<file path="src/rtl/hmi_setpoint_ctrl.sv">
// Front-panel HMI: key debounce/auto-repeat, clamped setpoint, sequential BCD conversion, muxed 7-seg scan.
// Latency: setpoint updates 1 cycle after a key event; bcd follows a setpoint change by VAL_W+3 cycles.
// No backpressure: a setpoint change during a conversion is queued and converted once the current one ends.
module hmi_setpoint_ctrl #(
    parameter int VAL_W        = 10,
    parameter int VAL_MIN      = 0,
    parameter int VAL_MAX      = 999,
    parameter int VAL_INIT     = 50,
    parameter int DIGITS       = 4,
    parameter int DEB_MS       = 20,
    parameter int REP_DELAY_MS = 500,
    parameter int REP_RATE_MS  = 100
) (
    input  logic                  clk_sys,
    input  logic                  rst_n,
    input  logic                  pluse_ms,
    input  logic [2:0]            key,
    output logic [VAL_W-1:0]      val,
    output logic [1:0]            step_sel,
    output logic [4*DIGITS-1:0]   bcd,
    output logic                  bcd_valid,
    output logic [7:0]            smg_data,
    output logic [DIGITS-1:0]     smg_scan
);

    localparam int BCD_W  = 4 * DIGITS;
    localparam int SR_W   = BCD_W + VAL_W;
    localparam int DEB_CW = $clog2(DEB_MS + 1);
    localparam int REP_CW = $clog2(REP_DELAY_MS + 1);
    localparam int EXT_W  = VAL_W + 8;
    localparam int CNT_W  = $clog2(VAL_W + 1);
    localparam int IDX_W  = (DIGITS > 1) ? $clog2(DIGITS) : 1;

    typedef enum logic [1:0] {IDLE, LOAD, SHIFT, DONE} cv_state_t;

    logic [2:0]             key_meta;
    logic [2:0]             key_sync;
    logic [2:0]             deb_lvl;
    logic [2:0][DEB_CW-1:0] deb_cnt;
    logic [2:0]             press;
    logic [1:0][REP_CW-1:0] rep_cnt;
    logic [1:0]             rep;
    logic                   up_ev;
    logic                   dn_ev;
    logic [EXT_W-1:0]       step_ext;
    logic [EXT_W-1:0]       val_ext;
    logic [EXT_W-1:0]       sum_ext;
    logic [EXT_W-1:0]       floor_ext;
    logic [VAL_W-1:0]       val_nxt;
    logic [1:0]             step_nxt;
    logic                   pending;
    cv_state_t              state;
    cv_state_t              state_nxt;
    logic [SR_W-1:0]        sr;
    logic [SR_W-1:0]        sr_adj;
    logic [SR_W-1:0]        sr_step;
    logic [CNT_W-1:0]       sh_cnt;
    logic [IDX_W-1:0]       idx;
    logic [IDX_W-1:0]       idx_nxt;
    logic [IDX_W-1:0]       msd;
    logic [3:0]             nib;
    logic [6:0]             seg_on;
    logic [7:0]             data_nxt;

    // Two-flop synchroniser; keys idle high so reset to 1.
    always_ff @(posedge clk_sys or negedge rst_n) begin
        if (!rst_n) begin
            key_meta <= 3'b111;
            key_sync <= 3'b111;
        end else begin
            key_meta <= key;
            key_sync <= key_meta;
        end
    end

    // Debounce: level flips on the DEB_MS-th consecutive differing ms sample; a 1->0 flip is a press.
    always_ff @(posedge clk_sys or negedge rst_n) begin
        if (!rst_n) begin
            deb_lvl <= 3'b111;
            deb_cnt <= '0;
            press   <= '0;
        end else begin
            press <= '0;
            if (pluse_ms) begin
                for (int k = 0; k < 3; k++) begin
                    if (key_sync[k] == deb_lvl[k]) begin
                        deb_cnt[k] <= '0;
                    end else if (deb_cnt[k] == DEB_CW'(DEB_MS - 1)) begin
                        deb_lvl[k] <= key_sync[k];
                        deb_cnt[k] <= '0;
                        press[k]   <= ~key_sync[k];
                    end else begin
                        deb_cnt[k] <= deb_cnt[k] + 1'b1;
                    end
                end
            end
        end
    end

    // Auto-repeat for up/down: count ms held since press; after the first repeat, rewind by one period.
    always_ff @(posedge clk_sys or negedge rst_n) begin
        if (!rst_n) begin
            rep_cnt <= '0;
            rep     <= '0;
        end else begin
            rep <= '0;
            for (int k = 0; k < 2; k++) begin
                if (deb_lvl[k]) begin
                    rep_cnt[k] <= '0;
                end else if (pluse_ms) begin
                    if (rep_cnt[k] == REP_CW'(REP_DELAY_MS - 1)) begin
                        rep[k]     <= 1'b1;
                        rep_cnt[k] <= REP_CW'(REP_DELAY_MS - REP_RATE_MS);
                    end else begin
                        rep_cnt[k] <= rep_cnt[k] + 1'b1;
                    end
                end
            end
        end
    end

    assign up_ev = press[0] | rep[0];
    assign dn_ev = press[1] | rep[1];

    // Clamped adjust in a widened domain so neither overflow nor underflow can wrap.
    always_comb begin
        case (step_sel)
            2'd1:    step_ext = EXT_W'(10);
            2'd2:    step_ext = EXT_W'(100);
            default: step_ext = EXT_W'(1);
        endcase
        val_ext   = EXT_W'(val);
        sum_ext   = val_ext + step_ext;
        floor_ext = EXT_W'(VAL_MIN) + step_ext;
        val_nxt   = val;
        if (up_ev && !dn_ev) begin
            val_nxt = (sum_ext > EXT_W'(VAL_MAX)) ? VAL_W'(VAL_MAX) : sum_ext[VAL_W-1:0];
        end else if (dn_ev && !up_ev) begin
            val_nxt = (val_ext < floor_ext) ? VAL_W'(VAL_MIN) : VAL_W'(val_ext - step_ext);
        end
    end

    // Step cycling; x100 only offered when the range can reach it.
    always_comb begin
        step_nxt = step_sel;
        if (press[2]) begin
            case (step_sel)
                2'd0:    step_nxt = 2'd1;
                2'd1:    step_nxt = (VAL_MAX >= 100) ? 2'd2 : 2'd0;
                default: step_nxt = 2'd0;
            endcase
        end
    end

    // Setpoint and step registers; adjust above already used the old step_sel.
    always_ff @(posedge clk_sys or negedge rst_n) begin
        if (!rst_n) begin
            val      <= VAL_W'(VAL_INIT);
            step_sel <= 2'd0;
        end else begin
            val      <= val_nxt;
            step_sel <= step_nxt;
        end
    end

    // Converter state register.
    always_ff @(posedge clk_sys or negedge rst_n) begin
        if (!rst_n) state <= IDLE;
        else        state <= state_nxt;
    end

    // Converter next state.
    always_comb begin
        state_nxt = state;
        case (state)
            IDLE:    if (pending) state_nxt = LOAD;
            LOAD:    state_nxt = SHIFT;
            SHIFT:   if (sh_cnt == CNT_W'(VAL_W - 1)) state_nxt = DONE;
            default: state_nxt = IDLE;
        endcase
    end

    // One double-dabble step: add 3 to every BCD nibble >= 5, then shift left.
    always_comb begin
        sr_adj = sr;
        for (int i = 0; i < DIGITS; i++) begin
            if (sr_adj[VAL_W+4*i +: 4] >= 4'd5)
                sr_adj[VAL_W+4*i +: 4] = sr_adj[VAL_W+4*i +: 4] + 4'd3;
        end
        sr_step = sr_adj << 1;
    end

    // Converter datapath; a change landing on the LOAD cycle keeps pending set so it reruns.
    always_ff @(posedge clk_sys or negedge rst_n) begin
        if (!rst_n) begin
            pending   <= 1'b1;
            sr        <= '0;
            sh_cnt    <= '0;
            bcd       <= '0;
            bcd_valid <= 1'b0;
        end else begin
            if (val_nxt != val)    pending <= 1'b1;
            else if (state == LOAD) pending <= 1'b0;
            case (state)
                LOAD: begin
                    sr     <= {{BCD_W{1'b0}}, val};
                    sh_cnt <= '0;
                end
                SHIFT: begin
                    sr     <= sr_step;
                    sh_cnt <= sh_cnt + 1'b1;
                end
                DONE: begin
                    bcd       <= sr[SR_W-1:VAL_W];
                    bcd_valid <= 1'b1;
                end
                default: ;
            endcase
        end
    end

    // Display next digit: index, leading-zero blanking, segment decode, dp.
    always_comb begin
        idx_nxt = (idx == IDX_W'(DIGITS - 1)) ? '0 : idx + 1'b1;
        msd = '0;
        for (int i = 0; i < DIGITS; i++) begin
            if (bcd[4*i +: 4] != 4'd0) msd = IDX_W'(i);
        end
        nib = bcd[{idx_nxt, 2'b00} +: 4];
        case (nib)
            4'd0:    seg_on = 7'h3F;
            4'd1:    seg_on = 7'h06;
            4'd2:    seg_on = 7'h5B;
            4'd3:    seg_on = 7'h4F;
            4'd4:    seg_on = 7'h66;
            4'd5:    seg_on = 7'h6D;
            4'd6:    seg_on = 7'h7D;
            4'd7:    seg_on = 7'h07;
            4'd8:    seg_on = 7'h7F;
            4'd9:    seg_on = 7'h6F;
            default: seg_on = 7'h00;
        endcase
        if (!bcd_valid) begin
            data_nxt = 8'hFF;
        end else begin
            data_nxt[7]   = ~(32'(idx_nxt) == 32'(step_sel));
            data_nxt[6:0] = (idx_nxt > msd) ? 7'h7F : ~seg_on;
        end
    end

    // Scan and segment registers move together on each ms tick so no digit ghosts.
    always_ff @(posedge clk_sys or negedge rst_n) begin
        if (!rst_n) begin
            idx      <= '0;
            smg_scan <= ~DIGITS'(1);
            smg_data <= 8'hFF;
        end else if (pluse_ms) begin
            idx      <= idx_nxt;
            smg_scan <= ~(DIGITS'(1) << idx_nxt);
            smg_data <= data_nxt;
        end
    end

endmodule

</file>
<file path="config.mk">
export PLATFORM = sky130hd
export DESIGN_NAME = hmi_setpoint_ctrl
export DESIGN_NICKNAME = d
export VERILOG_FILES = /design/src/rtl/hmi_setpoint_ctrl.sv
export SDC_FILE = /design/constraint.sdc
export NUM_CORES = 1
export LEC_CHECK = 0
export CAP_MARGIN = 20
export CORE_ASPECT_RATIO = 0.6
export CORE_MARGIN = 10
export CORE_UTILIZATION = 60
export DETAILED_ROUTE_END_ITERATION = 8
export GPL_TIMING_DRIVEN = 0
export HOLD_SLACK_MARGIN = 0.02
export MAX_ROUTING_LAYER = met4
export PLACE_DENSITY_LB_ADDON = 0.08
export SLEW_MARGIN = 20
export SYNTH_ARGS = -nofsm -noshare
export SYNTH_HDL_FRONTEND = slang
export SYNTH_SLANG_ARGS = --single-unit
export TNS_END_PERCENT = 10
</file>
<file path="constraint.sdc">
create_clock -name clk_sys -period 4.35 [get_ports clk_sys]
set_input_delay 1.305 -clock clk_sys [delete_from_list [all_inputs] [get_ports clk_sys]]
set_output_delay 1.305 -clock clk_sys [all_outputs]
set_load 0.03 [all_outputs]
</file>
==> results.txt <==
----------------------------------------------------
[Setup path]
  Cell type group with the largest total delay on the critical path ... compound AO/OA/AOI/OAI gates
  Critical path launch point ... step_sel[0]
  Highest-delay cell along the critical path ... sky130_fd_sc_hd__a2111oi_1
  Critical path peak fanout ... 5
  FF-to-FF path depth ... 14
  Cells traversed along the worst timing path ... inv_1 > ha_1 > inv_1 > ha_1 > inv_1 > fa_1 > o21bai_1 > nand4_1 > a21bo_2 > xnor2_1 > o221ai_1 > or2_2 > nor2b_1 > a2111oi_1
  Category of the worst setup path launch point ... flip-flop
  Worst reg2reg path endpoint ... val[1]
  Setup slack on the worst flop-to-flop path ... 0.26 ns
  R2r startpoint ... step_sel[0]
  End point of the critical path ... val[1]
  Critical Setup Path Class ... flip-flop to flip-flop
  Critical Path Most Common Cell ... sky130_fd_sc_hd__inv_1
  CP Buf/Inv Count ... 3
  Data required time at the worst endpoint ... 4.62 ns
  Crit-path max cell delay ... 0.53 ns
  Arrival time of data at the critical path endpoint ... 4.36 ns
  Critical path endpoint category ... flip-flop
  Worst path depth ... 14

[STA]
  Shortest clock period the worst path allows after layout ... 4.09 ns
  Part of the cycle the worst path needs ... 94.1%
  RSZ-0062 raised after global routing ... no
  Max Transition Viols Final ... 0
  Min setup slack post-route ... 0.256 ns
  WHS ... 0.352 ns
  Number of failing setup endpoints in the final timing report ... 0
  FMAX ... 0.244 GHz
  Clock tree skew after final layout ... 0.00902 ns
  Number of failing hold endpoints at the final stage ... 0
  Actual slew at the worst max-slew pin ... 0.764 ns
  Remaining max-slew budget at the tightest pin ... 48.6%

[Synthesis]
  Mean area per synthesized cell ... 9.75 sq um
  Seq/Total Area, Yosys ... 43.3%
  Flip-flop and latch count after synthesis ... 123
  Synthesized Nets ... 789
  Proportion of synthesized flip-flops having asynchronous set or reset ... 100%
  EDFF count, synth ... 0
  Syn. warnings ... 0
  Dominant synthesized flop cell ... sky130_fd_sc_hd__dfrtp_1
  Cell count after synthesis ... 736
  Cell area after technology mapping ... 7180 sq um
  Number of distinct library cells after synthesis ... 79

[Route]
  Avg Vias per Cell ... 6.06
  Detailed-route wire length ... 18800 um
  Routed len/inst ... 19.3 um
  Iter 0 DRT Violations ... 546
  Length of the first detailed-routing pass in iterations ... 5
  Detailed-route DRC error count ... 0
  Detailed-route via count ... 5908
  Final antenna-violating net count ... 0

[Power]
  Power density relative to cell area ... 499 nW/um^2
  Peak supply drop ... 0.421 mV
  Cell leakage power ... 3.66 nW
  Total power of the final layout ... 0.00420 W

[Global route]
  Maximum number of pins on one net before global-route repair ... 64
  Overall track demand over capacity in global routing ... 23.0%
  Initial antenna violation count ... 0
  First-pass GRT wire length ... 31000 um
  Via count of the first global-routing pass ... 5860
  Sum of overflow across all layers after global routing ... 0

[Floorplanning]
  Total die area ... 16900 sq um
  Die height ... 105 um
  Core box area ... 11500 sq um
  I/O pin total ... 47
  Number of rows created at floorplan ... 30
  Die X-Extent ... 161 um
  Starting density of the core ... 62.5%

[Placement]
  Final RePlAce weighted congestion ... 0.922
  Placed wire-length estimate ... 13500 um
  Placed instance count ... 943
  Pre-CTS worst setup slack ... 0.0335 ns
  Port Buf Inserts ... 46

[Clock tree]
  Total number of H-tree levels ... 4
  Clock edge transition at the registers on the reported setup and hold paths ... 0.06 ns
  Clock buffer count from CTS ... 17
  Buffers from clock root to sink, at most ... 2
  Skew-Pair Late Insertion Delay ... 0.42 ns
  Root buffer selected by CTS ... sky130_fd_sc_hd__clkbuf_16
  Post-CTS Hold Buffers ... 0
  CTS tree ... built
  Clock tree sinks ... 123

[Cells and area]
  Share of cells above drive strength 1 ... 14.4%
  Number of nets in the finished design ... 855
  Leading cell type in the layout, fill and taps excluded ... sky130_fd_sc_hd__dfrtp_1
  Post-layout util ... 73.3%
  Top library cells by usage in the layout, fill and taps aside ... 99 x sky130_fd_sc_hd__dfrtp_1, 65 x sky130_fd_sc_hd__nor2_1, 57 x sky130_fd_sc_hd__inv_1, 49 x sky130_fd_sc_hd__a21oi_1
  Growth of design area from synthesis to finish ... 17.3%
  Finished Layout Cells ... 975
  Diodes inserted ... 0
  Count of fill cells added during filler insertion ... 862

[Status]
  Result of the run ... completed

[Flow run]
  Max-cap violations ... 0

[Worst hold path]
  Hold crit path type ... flip-flop to flip-flop

----------------------------------------------------
sequential cells by signal (all words and copies together), names as in the netlist, 4 cells and up:
name / cells
bcd: 16
deb_cnt: 15
rep_cnt: 18
sh_cnt: 4
smg_data: 8
smg_scan: 4
sr: 26
val: 10
cell usage after synthesis, types with 3 or more instances:
cell type / count / area share, %
sky130_fd_sc_hd__xor2_1: 13 / 1.6
sky130_fd_sc_hd__o21a_1: 4 / 0.42
sky130_fd_sc_hd__nor2b_1: 8 / 0.70
sky130_fd_sc_hd__o22ai_1: 19 / 1.7
sky130_fd_sc_hd__buf_1: 3 / 0.16
sky130_fd_sc_hd__nand3_1: 22 / 1.5
sky130_fd_sc_hd__o21ai_0: 43 / 3.0
sky130_fd_sc_hd__o221ai_1: 3 / 0.37
sky130_fd_sc_hd__buf_6: 3 / 0.47
sky130_fd_sc_hd__nor3_1: 19 / 1.3
sky130_fd_sc_hd__o2bb2ai_1: 4 / 0.49
sky130_fd_sc_hd__nand2_1: 45 / 2.4
sky130_fd_sc_hd__a31oi_1: 4 / 0.35
sky130_fd_sc_hd__a211oi_1: 5 / 0.52
sky130_fd_sc_hd__ha_1: 45 / 7.8
sky130_fd_sc_hd__mux2_2: 25 / 3.9
sky130_fd_sc_hd__o21bai_1: 4 / 0.42
sky130_fd_sc_hd__a21o_1: 3 / 0.31
sky130_fd_sc_hd__or2_2: 4 / 0.35
sky130_fd_sc_hd__nand2b_1: 11 / 0.96
sky130_fd_sc_hd__a21oi_1: 50 / 3.5
sky130_fd_sc_hd__o32ai_1: 5 / 0.61
sky130_fd_sc_hd__nor3b_1: 7 / 0.73
sky130_fd_sc_hd__and3_1: 7 / 0.61
sky130_fd_sc_hd__o21ai_1: 3 / 0.21
sky130_fd_sc_hd__dfstp_2: 24 / 8.8
sky130_fd_sc_hd__dfrtp_1: 99 / 35
sky130_fd_sc_hd__nor2_1: 65 / 3.4
sky130_fd_sc_hd__or4_1: 5 / 0.52
sky130_fd_sc_hd__nand4_1: 9 / 0.78
sky130_fd_sc_hd__inv_1: 57 / 3.0
sky130_fd_sc_hd__xnor2_1: 16 / 2.0
sky130_fd_sc_hd__mux2i_1: 21 / 2.9
sky130_fd_sc_hd__clkbuf_1: 17 / 0.89
sky130_fd_sc_hd__nor4_1: 6 / 0.52
worst min path at each step:
stage                            from           to  slack [ns]  cells past startpoint
final                     key_meta[0]  key_sync[0]        0.35                      0
after global routing      key_meta[0]  key_sync[0]        0.36                      0
after CTS                 key_meta[0]  key_sync[0]        0.35                      0
after detailed placement  key_meta[2]  key_sync[2]        0.35                      0
after global placement    key_meta[2]  key_sync[2]        0.35                      0
after floorplan           key_meta[0]  key_sync[0]        0.35                      0
area by class of cell:
cell class	instances	area [sq um]	share of cell area, %
inverter	57	214	2.54
timing repair buffer	47	489	5.81
clock inverter	14	111	1.32
multi-input combinational	528	3720	44.2
tap	160	200	2.38
clock buffer	18	429	5.10
buffer	28	143	1.69
sequential	123	3110	36.9
report_power, final:
group / switching, W / leakage [nW] / internal (W) / total [W]
combinational: 0.000844 / 1.84 / 0.000494 / 0.00134
sequential: 0.000174 / 1.56 / 0.00138 / 0.00155
clock: 0.000572 / 0.258 / 0.000738 / 0.00131
total: 0.00159 / 3.66 / 0.00261 / 0.00420
through the flow:
step           area, sq um  setup TNS [ns]
2_1_floorplan         7180               0
3_3_place_gp          7840         -288.27
3_5_place_dp          7870               0
4_1_cts               8410               0
5_1_grt               8420               0
6_report              8420               0
what timing repair did:
action	CTS	global route
buffers inserted	0	0
resized for setup	1	2
setup endpoints to repair	1	1
routing by layer:
metal | global-route usage [%] | part of all wire, % | vias to the layer above
met1 | 33.6 | 50 | 2900
met3 | 4.78 | 6.4 | 23
met5 | - | 0 | -
li1 | - | - | 2753
met4 | 5.56 | 1.0 | 0
met2 | 31.4 | 43 | 232
logic make-up after synthesis:
logic type / after synthesis / synth area share (%)
buffers and inverters: 85 / 4.97
and+or+nand+nor: 227 / 16.5
DFF: 123 / 43.3
adders and majority gates: 47 / 8.40
xor gates and xnor gates: 29 / 3.54
muxes: 47 / 7.16
AOI/OAI and AO/OA: 178 / 16.2
(Power assumes the default switching activity.)
==> edit 1: new RTL, same settings <==
Encoding of `cv_state_t`: now one-hot (4 bits for 4 states).
--- a/src/rtl/hmi_setpoint_ctrl.sv
+++ b/src/rtl/hmi_setpoint_ctrl.sv
@@ -32,5 +32,5 @@
     localparam int IDX_W  = (DIGITS > 1) ? $clog2(DIGITS) : 1;
 
-    typedef enum logic [1:0] {IDLE, LOAD, SHIFT, DONE} cv_state_t;
+    typedef enum logic [3:0] {IDLE = 4'b0001, LOAD = 4'b0010, SHIFT = 4'b0100, DONE = 4'b1000} cv_state_t;
 
     logic [2:0]             key_meta;
Formal check against the unedited RTL: no difference found for any inputs over 4 cycles, from zero or initial values and one cycle with rst_n low; so few cycles prove little.
==> edit 1 against the original RTL <==
- final area increased by 1.9%
- sequential cell count is 2 higher
- combinational power is 37% lower
- wire length rose by 1.3%
- critical path depth unchanged
- hold slack improved by 0.0033 ns
- worst setup slack worse by 0.027 ns
- power is 11% lower
- non-clock buffer count rose by 5
- area after synthesis increased by 1.5%
- final cell count is 4.0% higher
- critical path type unchanged
- largest power group unchanged
==> edit 1: results (changes against the original RTL) <==
Parameter                              Value

Drt
  DR iter-0 viols    525 (was 546)
  Amount of wire on met2 after detailed routing    8.33 mm (was 8.09 mm)
  Detail Route met3 WL    1.45 mm (was 1.20 mm)
  Via-per-instance ratio    6.11 (was 6.06)
  Routed WL    19.0 mm (was 18.8 mm)

Global route
  Routing layer with the top usage in global route    met2 (was met1)
  Met2 demand-to-capacity share in global routing    32.6% (was 31.4%)
  Vias in the first global route    5,940 (was 5,860)
  GRT met1 Usage    32.0% (was 33.6%)

Synth
  Leading post-synthesis cells by cell area    dfrtp_1, dfstp_2, ha_1, o21ai_0, nand2_1 (was dfrtp_1, dfstp_2, ha_1, mux2_2, a21oi_1)
  Cell types with the highest counts after synthesis    dfrtp_1, nand2_1, o21ai_0 (was dfrtp_1, nor2_1, inv_1)
  Synthesized instance count    769 (was 736)
  Sequential fraction of the synthesis area    43.3% (about the same)

Finish
  Area used by sequential logic in the layout    3160 um2 (was 3110 um2)
  Number of non-clock inverters    44 (was 57)
  Layout Nets    885 (was 855)
  Share of the final layout cell area in multi-input gates    44.8% (was 44.2%)
  Total number of multi-input combinational cells    568 (was 528)
  Buffer count excluding the clock tree in the final layout    80 (was 75)

STA
  Tightest slew margin relative to the limit    43.1% (was 48.6%)

Power and ir drop
  Power density over the cells    436 nW/um2 (was 499 nW/um2)
  Leakage    3.72 nW (was 3.66 nW)

Outcome
  Run status    finished clean (unchanged)

Floorplan
  Core Footprint    12,000 um2 (was 11,500 um2)

Worst setup path
  Critical Path Slowest Stage Cell    fa_1 (was a2111oi_1)
  Top fanout value on the critical path    7 (was 5)
## edit 1: changes by cell type in the layout (fill, tap and decap cells not counted), sizes merged, moves of 6 or more
cell and change:
nand2 +32, o21ai +22, a21oi -13, inv -12, o22ai -12, nand3 +7
clkbuf +6
## edit 1: kinds of logic (layout without fill, tap and decap cells)
kind of cell | Yosys count | in the layout | share of synthesized area, %
buffers and inverters | 76 | 156 | 4.10
flip-flops | 125 | 125 | 43.3
AND/OR/NAND/NOR | 270 | 270 | 18.4
multiplexers | 40 | 40 | 6.58
adder cells (fa/ha/maj) | 44 | 44 | 7.73
AO/OA/AOI/OAI | 182 | 182 | 16.0
XOR/XNOR | 32 | 32 | 3.85
## edit 1: path summary, 6_finish.rpt
| path | to | slack (ns) |
|---|---|---|
| worst max register to register | pending | 0.23 |
| worst min-delay path | key_sync[0] | 0.36 |
| worst min register to register | key_sync[0] | 0.36 |
| min in group asynchronous | sh_cnt[1] | 0.85 |
| worst max-delay path | pending | 0.23 |
| max in group asynchronous | key_sync[0] | 2.73 |
==> edit 2: new RTL, same flow settings <==
Made on the original files. Change the parameter `DIGITS` from 4 to 8.
--- a/src/rtl/hmi_setpoint_ctrl.sv
+++ b/src/rtl/hmi_setpoint_ctrl.sv
@@ -7,5 +7,5 @@
     parameter int VAL_MAX      = 999,
     parameter int VAL_INIT     = 50,
-    parameter int DIGITS       = 4,
+    parameter int DIGITS       = 8,
     parameter int DEB_MS       = 20,
     parameter int REP_DELAY_MS = 500,
Ports: changed (resized bcd and smg_scan); port bits go from 47 to 67. No check against the original RTL was run, so the function may have changed too.
==> edit 2 against the original RTL <==
- sequential cell count up 37
- non-clock buffer count up 33
- final area up 26%
- wire length up 28%
- first-iteration DRC count up 29%
- final cell count up 27%
- clock power up 8%
- worst setup slack better by 0.28 ns
- via count up 28%
- power up 36%
- area after synthesis up 27%
- largest power group is now combinational cells
==> edit 2: results (changes against the original RTL) <==
Parameter                              Value

Outcome
  Run status    finished clean (unchanged)

Placed design
  HPWL after detailed placement    17.2 mm (was 13.5 mm)
  Placer's final routability congestion estimate    0.944 (was 0.922)
  Placed cell area    10,100 um2 (was 7870 um2)
  Port bufs    65 (was 46)

STA
  Clock Skew    0.0144 ns (was 0.00902 ns)
  Tightest slew margin relative to the limit    37.4% (was 48.6%)

Drt
  Via count    7,575 (was 5,908)
  Routed WL    24.0 mm (was 18.8 mm)
  DR iter-0 viols    704 (was 546)

Finish
  Layout cell share with drive strength beyond 1    11.7% (was 14.4%)
  Fill cell total of the finished layout    1,123 (was 862)
  Layout Nets    1,084 (was 855)
  Registers with the highest flip-flop counts    sr: 42 flops, bcd: 32 flops, rep_cnt: 18 flops (was sr: 26 flops, rep_cnt: 18 flops, bcd: 16 flops)

Power and ir drop
  Highest ir drop seen on vdd    0.443 mV (was 0.421 mV)

Global route
  First-pass GRT wire length    38.7 mm (was 31.0 mm)
  Overall Global Routing Usage    24.0% (was 23.0%)
  Vias in the first global route    7,165 (was 5,860)
  Pin count of the biggest net entering global routing    86 (was 64)

Synth
  Leading post-synthesis cells by cell area    dfrtp_1, dfstp_2, ha_1, mux2_2, a21oi_1 (unchanged)
  Cell types with the highest counts after synthesis    dfrtp_1, nor2_1, a21oi_1 (was dfrtp_1, nor2_1, inv_1)
  Sequential fraction of the synthesis area    44.2% (was 43.3%)
  Net count of the mapped netlist    999 (was 789)

Worst setup path
  Signal arrival time at the worst endpoint    4.14 ns (was 4.36 ns)

Clocking
  # resized after CTS    0 (was 1)
-- edit 2: cell types whose count changed in the layout (fill, tap and decap cells not counted), moves of 6 or more --
cell             before  now
a31oi_1               4   13
clkbuf_1             18   31
xnor2_1              16   31
nor3_1               19   30
dfrtp_1              99  132
clkdlybuf4s50_1      45   64
nand2_1              45   59
inv_1                57   66
mux2_2               25   39
o22ai_1              19   26
nor2_1               65   84
a21oi_1              49   72
ha_1                 45   51
-- edit 2: path summary, 6_finish.rpt --
check,slack (ns),from,end,cells after the start
worst max-delay path,0.54,step_sel[1],pending,14
worst max register to register,0.54,step_sel[1],pending,14
worst min register to register,0.35,key_meta[2],key_sync[2],0
min in group asynchronous,0.83,rst_n,sr[16],1
worst min-delay path,0.35,key_meta[2],key_sync[2],0
max in group asynchronous,2.63,rst_n,key_meta[2],2
-- edit 2: logic make-up after synthesis --
group	after synthesis	synth area share [%]
mux	62	7.32
compound gates	247	18.0
fa+ha+maj	53	7.42
buf+inv	110	4.71
xor+xnor	41	3.93
flops	160	44.2
simple gates	267	14.5
-- edit 2: stage by stage --
step / cells / total power, mW / setup TNS, ns / utilization [%] / setup slack, ns
finish: 1236 / 5.72 / 0 / 72.2 / 0.539
global route: 1236 / 6.05 / 0 / 72.2 / 0.337
CTS: 1236 / 5.70 / 0 / 72.2 / 0.580
detailed placement: 1204 / 4.26 / 0 / 68.4 / 0.591
global placement: 1203 / 4.22 / -649.20 / 68.2 / -4.43
floorplan: 940 / 3.52 / 0 / - / 0.871
-- edit 2: final cells by class --
class	instances	share of cell area, %
buffer	42	1.65
clock buffer	18	4.04
inverter	68	2.40
sequential	160	38.0
clock inverter	14	1.14
multi-input combinational	670	44.0
tap	198	2.33
timing repair buffer	66	6.43
-- edit 2: critical path, stage by stage (launching register included) --
cell       delay, ns
dfrtp_1         0.40
inv_1           0.18
ha_1            0.26
inv_1           0.09
ha_1            0.18
inv_1           0.06
fa_1            0.45
or2_0           0.24
a221o_1         0.36
a221oi_1        0.51
a311o_2         0.23
nor4_4          0.08
a22o_1          0.23
nor4_2          0.28
o2111ai_1       0.15
-- edit 2: power by group --
group	switching (mW)	internal (mW)
registers	0.209	1.78
logic	1.52	0.791
clock network	0.673	0.752
total	2.40	3.32
-- edit 2: routing by layer --
layer	vias to the layer above	GRT usage, %	share of wire [%]
li1	3550	-	-
met1	3717	35.8	50
met2	284	32.8	42
met3	24	4.74	7.6
met4	0	4.90	0.82
met5	-	-	0
